--- config.mk ---
export PLATFORM = sky130hd
export DESIGN_NAME = control_sequencer
export DESIGN_NICKNAME = d
export VERILOG_FILES = /design/src/rtl/control_sequencer.sv
export SDC_FILE = /design/constraint.sdc
export NUM_CORES = 1
export LEC_CHECK = 0
export CAP_MARGIN = 10
export CELL_PAD_IN_SITES_DETAIL_PLACEMENT = 1
export CELL_PAD_IN_SITES_GLOBAL_PLACEMENT = 2
export CORE_MARGIN = 1.5
export CORE_UTILIZATION = 21
export CTS_BUF_LIST = sky130_fd_sc_hd__clkbuf_2 sky130_fd_sc_hd__clkbuf_4 sky130_fd_sc_hd__clkbuf_8
export CTS_CLUSTER_SIZE = 28
export DETAILED_ROUTE_END_ITERATION = 10
export HOLD_SLACK_MARGIN = 0.12
export PLACE_DENSITY = 0.85
export SLEW_MARGIN = 10
export SYNTH_ARGS = -nofsm -noshare
export SYNTH_HDL_FRONTEND = slang
export SYNTH_SLANG_ARGS = --single-unit
--- constraint.sdc ---
create_clock -name CLK -period 1.8 [get_ports CLK]
set_clock_uncertainty 0.05 [all_clocks]
set_input_delay 0.36 -clock CLK [delete_from_list [all_inputs] [get_ports CLK]]
set_output_delay 0.36 -clock CLK [all_outputs]
set_load 0.03 [all_outputs]
--- src/rtl/control_sequencer.sv ---
// Microcoded control sequencer for an 8-bit breadboard-style CPU: steps through
// fetch/execute T-states and decodes the 16-bit control word each cycle.
module control_sequencer (
    input  logic        CLK,
    input  logic        CLR,
    input  logic [3:0]  OPCODE,
    input  logic        CF,
    input  logic        ZF,
    output logic [2:0]  STEP,
    output logic [15:0] CTRL
);

    localparam logic [15:0] C_HLT = 16'h8000;
    localparam logic [15:0] C_MI  = 16'h4000;
    localparam logic [15:0] C_RI  = 16'h2000;
    localparam logic [15:0] C_RO  = 16'h1000;
    localparam logic [15:0] C_IO  = 16'h0800;
    localparam logic [15:0] C_II  = 16'h0400;
    localparam logic [15:0] C_AI  = 16'h0200;
    localparam logic [15:0] C_AO  = 16'h0100;
    localparam logic [15:0] C_EO  = 16'h0080;
    localparam logic [15:0] C_SU  = 16'h0040;
    localparam logic [15:0] C_BI  = 16'h0020;
    localparam logic [15:0] C_OI  = 16'h0010;
    localparam logic [15:0] C_CE  = 16'h0008;
    localparam logic [15:0] C_CO  = 16'h0004;
    localparam logic [15:0] C_J   = 16'h0002;
    localparam logic [15:0] C_FI  = 16'h0001;

    typedef enum logic [3:0] {
        OP_NOP = 4'h0,
        OP_LDA = 4'h1,
        OP_ADD = 4'h2,
        OP_SUB = 4'h3,
        OP_STA = 4'h4,
        OP_LDI = 4'h5,
        OP_JMP = 4'h6,
        OP_JC  = 4'h7,
        OP_JZ  = 4'h8,
        OP_OUT = 4'he,
        OP_HLT = 4'hf
    } opcode_e;

    typedef enum logic [2:0] {
        T0 = 3'd0,
        T1 = 3'd1,
        T2 = 3'd2,
        T3 = 3'd3,
        T4 = 3'd4
    } step_e;

    step_e   step_q, step_d;
    logic    halted_q, halted_d;
    step_e   last_step;
    opcode_e op;

    assign op   = opcode_e'(OPCODE);
    assign STEP = step_q;

    always_comb begin
        last_step = T2;
        case (op)
            OP_ADD, OP_SUB: last_step = T4;
            OP_LDA, OP_STA: last_step = T3;
            default:        last_step = T2;
        endcase
    end

    // Fetch steps never consult OPCODE, so IR loading during T1 cannot disturb sequencing.
    always_comb begin
        step_d   = step_q;
        halted_d = halted_q;
        if (!halted_q) begin
            case (step_q)
                T0: step_d = T1;
                T1: step_d = T2;
                T2: begin
                    if (op == OP_HLT)
                        halted_d = 1'b1;
                    else
                        step_d = (last_step == T2) ? T0 : T3;
                end
                T3:      step_d = (last_step == T4) ? T4 : T0;
                T4:      step_d = T0;
                default: step_d = T0;
            endcase
        end
    end

    always_ff @(posedge CLK) begin
        if (CLR) begin
            step_q   <= T0;
            halted_q <= 1'b0;
        end else begin
            step_q   <= step_d;
            halted_q <= halted_d;
        end
    end

    always_comb begin
        CTRL = 16'h0000;
        if (halted_q) begin
            CTRL = C_HLT;
        end else begin
            case (step_q)
                T0: CTRL = C_CO | C_MI;
                T1: CTRL = C_RO | C_II | C_CE;
                T2: begin
                    case (op)
                        OP_LDA, OP_ADD, OP_SUB, OP_STA: CTRL = C_IO | C_MI;
                        OP_LDI: CTRL = C_IO | C_AI;
                        OP_JMP: CTRL = C_IO | C_J;
                        OP_JC:  CTRL = CF ? (C_IO | C_J) : 16'h0000;
                        OP_JZ:  CTRL = ZF ? (C_IO | C_J) : 16'h0000;
                        OP_OUT: CTRL = C_AO | C_OI;
                        OP_HLT: CTRL = C_HLT;
                        default: CTRL = 16'h0000;
                    endcase
                end
                T3: begin
                    case (op)
                        OP_LDA:         CTRL = C_RO | C_AI;
                        OP_ADD, OP_SUB: CTRL = C_RO | C_BI;
                        OP_STA:         CTRL = C_AO | C_RI;
                        default:        CTRL = 16'h0000;
                    endcase
                end
                T4: begin
                    case (op)
                        OP_ADD:  CTRL = C_EO | C_AI | C_FI;
                        OP_SUB:  CTRL = C_EO | C_AI | C_SU | C_FI;
                        default: CTRL = 16'h0000;
                    endcase
                end
                default: CTRL = 16'h0000;
            endcase
        end
    end

endmodule

After elaboration in Yosys (flattened, before gate mapping)
Index checks and enable logic that the tools add are counted.
- multiplexer cells: 15
- $lt $le $gt $ge: 0
- add/sub/neg operators: 0
- multiply operators: 0
- eq/ne operators: 17
- divide/modulo/power cells: 0
- shifts and indexed selects: 0
- bitwise gates (word level): 1
- reduce and logical (&&, ||, !) cells: 5
- operator list (operator ; count):
    16-bit one-hot mux with 7 select lines ; 1
    16-bit one-hot mux with 5 select lines ; 1
    14-bit one-hot mux with 3 select lines ; 1
    12-bit two-way mux ; 2
    10-bit one-hot mux with 2 select lines ; 1
    4-bit by 3-bit equality test with 1-bit output (second input constant) ; 4
    16-bit two-way mux ; 1
    4-bit equality test (second input constant) ; 3
    3-bit one-hot mux with 4 select lines ; 1
    3-bit by 2-bit equality test with 1-bit output (second input constant) ; 3
    4-bit by 2-bit equality test with 1-bit output (second input constant) ; 2
    3-bit equality test (second input constant) ; 2
    3-bit two-way mux ; 2
    3-bit one-hot mux with 2 select lines ; 1
    4-bit by 1-bit equality test with 1-bit output (second input constant) ; 1
    2-bit OR reduction ; 2
    4-bit OR reduction ; 1
    3-bit by 1-bit equality test with 1-bit output (second input constant) ; 1
    3-bit logical NOT ; 1
    1-bit two-way mux ; 3
    2-bit two-way mux ; 1
    2-bit != test (second input constant) ; 1
    2-bit AND reduction ; 1
    1-bit NOT ; 1
- memory bits (writable): 0
- input port bits: 8
- word-level logic and storage cells: 40
- flip-flop bits (word level): 4
- memories: 0
- output and inout port bits: 19
- memory bits (read-only): 0
- bits in latches: 0

Depth between registers and ports, before layout
- word-level depth: 7
- gate-level depth with buffers: 5
- depth with buffers taken out: 3

Worst setup path after synthesis
No wires, ideal clock.
- kind: flip-flop to output port
- start: register step_q[1] (netlist: STEP[1])
- end: output CTRL[9]
- path slack: -0.359 ns
- data arrival time: 1.749 ns
- cell stages (with the launch flop): 5
- path through: dfxtp_1 buf_2 nor4bb_1 a22oi_1 nor3_1
- cells in the longest elaborated chain, start to end: 3
- RTL lines (what ; RTL line ; text):
    start: declaration ; 52 ; step_e step_q, step_d;
    start signal: assignment ; 95 ; step_q <= step_d;
    3-bit equality test, or another cell as far along ; 105 ; case (step_q)
    16-bit one-hot mux with 5 select lines * ; 105 ;
    16-bit two-way mux * ; 102 ; if (halted_q) begin
    end: declaration ; 10 ; output logic [15:0] CTRL
Mark *: on every way between the ends. The rest lies on a longest branch, timed or not.

Final worst setup path
- start: register step_q[2] (netlist: STEP[2])
- end: output CTRL[8]
The elaborated chain is that of the path after synthesis.

==> summary.md <==
| Metric | Value |
|---|---|
| Worst-path clk slew | 40 ps |
| VDD IR max | 270 uV |
| Pre-antenna DRT Iters | 3 |
| Area contributors post-synth | dfxtp_1, buf_2, nor3b_1, nor4b_2, nand4bb_1 |
| Synth warn | 0 |
| Worst Reg2Reg Path Length in Cells | 6 |
| Routed Antenna Nets | 0 |
| Die Height | 53.9 um |
| CTS H-tree lvls | 1 |
| Worst Tran Pin Value | 398 ps |
| Yosys top cell area share | 14.7% |
| Unrepaired setup endpoints after global routing | true |
| Vias in the first global route | 781 |
| Site Rows | 18 |
| Via count | 779 |
| Leakage power | 0.558 nW |
| Syn_nets | 77 |
| Initial DRC count | 4 |
| WL final | 2610 um |
| Final Worst Setup Slack | -114 ps |
| Required @ worst endpoint | 1390 ps |
| Crit. End Element | output port |
| Count of final hold-check violations | 0 |
| Hold Slack | 560 ps |
| Vias per inst | 5.03 |
| Initial Util | 22.2% |
| Routed length per placed instance | 16.9 um |
| Final core occ | 53.6% |
| Register area share after synthesis | 14.7% |
| Max_cap viols | 0 |
| Inst Count DP | 132 |
| Die width | 53.9 um |
| Failing checks | setup timing |
| Reg area | 95.1 sq um |
| Num Clock Sinks | 4 |
| Final HPWL DP | 1460 um |
| Syn_area_per_cell | 7.89 sq um |
| Power, Total | 534 uW |
| GPL Wtd Cong | 0.717 |
| Placed Area | 905 sq um |
| Status | finished with violations |
| Hold Crit Endpoint | STEP[0] |
| Hold Path Class | flip-flop to flip-flop |
| Post-Synthesis Cells | 69 |
| WHS Path Cells | 2 |
| Max clock buf depth | 2 |
| Final cell count without fillers | 155 |
| Critical Path Start | STEP[2] |
| Largest net degree at the start of global routing | 8 |
| Cell variety after synth | 37 |
| Slew Viols, Final | 0 |
| Final Critical Period | 1910 ps |
| Cts hold-fix bufs | 0 |
| Power density over cell area | 406 nW/um^2 |
| FF-to-FF End | STEP[1] |
| Fin area | 1320 sq um |
| Worst Path Max Fanout | 6 |
| Slew Limit Headroom | 73.1% |
| FF-to-FF setup slack | 450 ps |
| Hold wc startpoint | STEP[1] |
| Fillers | 275 |
| Share of cells above drive strength 1 | 74.4% |
| I/O pins | 27 |
| CTS tree | done |
| First-pass GRT wire length | 3700 um |
| Dominant cell type by area after synthesis | dfxtp_1 |
| Die area | 2910 sq um |
| Area Overhead vs Synth | 142% |
| Tot GR Track Use | 18.4% |
| Worst-skew pair later-pin latency | 250 ps |
| Final #Nets | 135 |
| Initial antenna violation count | 0 |
| Setup violators final | 9 |
| GRT Residual Overflow | 0 |
| CTS buffer count | 3 |
| Root buffer cell | clkbuf_4 |
| Fmax | 523 MHz |
| FF+latch count, synth | 4 |
| Diode count | 0 |
| Startpoint Class | flip-flop |
| Critical path class | flip-flop to output port |
| Final period utilization | 106% |
| Reg-to-Reg Start | STEP[1] |
| Core area | 2450 sq um |
| Worst path arrival time | 1500 ps |
| I/O Buffers | 26 |
| Residual DRC | 0 |
| Cell area after synthesis | 544 sq um |
| Footprint of the multi-input gates | 532 sq um |
-- cells by family (layout without fill, tap and decap cells) --
kind of cell,Yosys count,after routing,synth area share [%]
AOI/OAI and AO/OA,14,14,20.9
xor gates and xnor gates,1,1,1.61
and+or+nand+nor,37,37,49.7
buffers and inverters,13,69,13.1
DFF,4,4,14.7
-- synthesized netlist by cell type --
library cell,count
o21bai_1,1
nor2_1,3
or3b_4,1
a22oi_1,1
and3b_1,1
buf_4,2
buf_2,6
a21oi_1,3
clkbuf_1,1
nand4bb_1,2
dfxtp_1,4
nand2b_1,2
nor3_2,1
nor4b_2,2
nor4bb_1,1
and2_1,2
nor3b_1,4
and4_1,1
nor4_1,1
a31oi_1,1
or3_1,2
a311oi_2,1
nor2b_1,3
nand3_1,2
o21ai_0,1
nor4b_1,1
o41ai_1,1
inv_1,3
nand2_1,3
a21boi_0,1
and4b_1,2
nor3_1,3
o21ba_2,1
o221a_2,2
o31a_1,1
xor2_1,1
buf_6,1
-- cell usage in the layout (no fill, tap or decap), types with 2 or more instances in the layout --
cell | Yosys | final
o221a_2 | 2 | 2
nor3_2 | 1 | 4
clkbuf_4 | 0 | 3
nor3b_1 | 4 | 2
nor3b_2 | 0 | 2
buf_4 | 2 | 26
a21oi_1 | 3 | 2
dfxtp_4 | 0 | 4
inv_1 | 3 | 2
or3_4 | 0 | 2
nor2_1 | 3 | 3
nand2_1 | 3 | 3
buf_2 | 6 | 3
buf_6 | 1 | 24
clkdlybuf4s50_1 | 0 | 5
nand4bb_1 | 2 | 2
nor4b_4 | 0 | 3
buf_12 | 0 | 3
-- registers in the layout (all words and copies together) (netlist names) --
| register | cells |
|---|---|
| STEP | 3 |
| halted_q | 1 |
-- per-layer routing --
metal / vias to the layer above / GRT usage (%) / share of wire [%]
met1: 377 / 19.6 / 40
met5: - / 0 / 0
met4: 0 / 11.5 / 3.2
met3: 7 / 2.22 / 3.9
met2: 24 / 33.7 / 53
li1: 371 / - / -
-- worst max-delay path, cell delays in order, from the launching register on --
cell,delay (ps)
dfxtp_4,380
nand4bb_1,210
or3_4,370
a21oi_4,160
buf_6,140
-- layout make-up --
class	count	area share, %
clock buffer	3	1.71
inverter	3	1.05
multi-input combinational	52	40.4
sequential	4	7.23
tap	30	2.85
timing repair buffer	63	46.7
-- per-stage QoR --
stage	worst slack [ps]	setup TNS (ps)
global placement	-414	-4890
CTS	-84.0	-315
floorplan	-129	-284
detailed placement	-443	-5120
global route	-169	-910
finish	-114	-398
-- power breakdown --
| group | switching [mW] | total [mW] | leakage (nW) | internal (mW) |
|---|---|---|---|---|
| combinational | 0.146 | 0.310 | 0.509 | 0.165 |
| sequential | 0.0111 | 0.103 | 0.0355 | 0.0917 |
| clock | 0.0456 | 0.121 | 0.0138 | 0.0751 |
-- worst max path at each step --
stage | end | cells after the start
6_report | CTRL[8] | 4
5_1_grt | CTRL[4] | 3
4_1_cts | CTRL[8] | 4
3_5_place_dp | CTRL[9] | 7
3_3_place_gp | CTRL[14] | 5
2_1_floorplan | CTRL[9] | 4
-- timing repair --
item | in CTS | in global routing
cloned | 1 | 0
setup buffers | 14 | 5
setup endpoints to repair | 17 | 15
pin swaps | 6 | 7
resized for setup | 53 | 20
(Power assumes the default switching activity.)
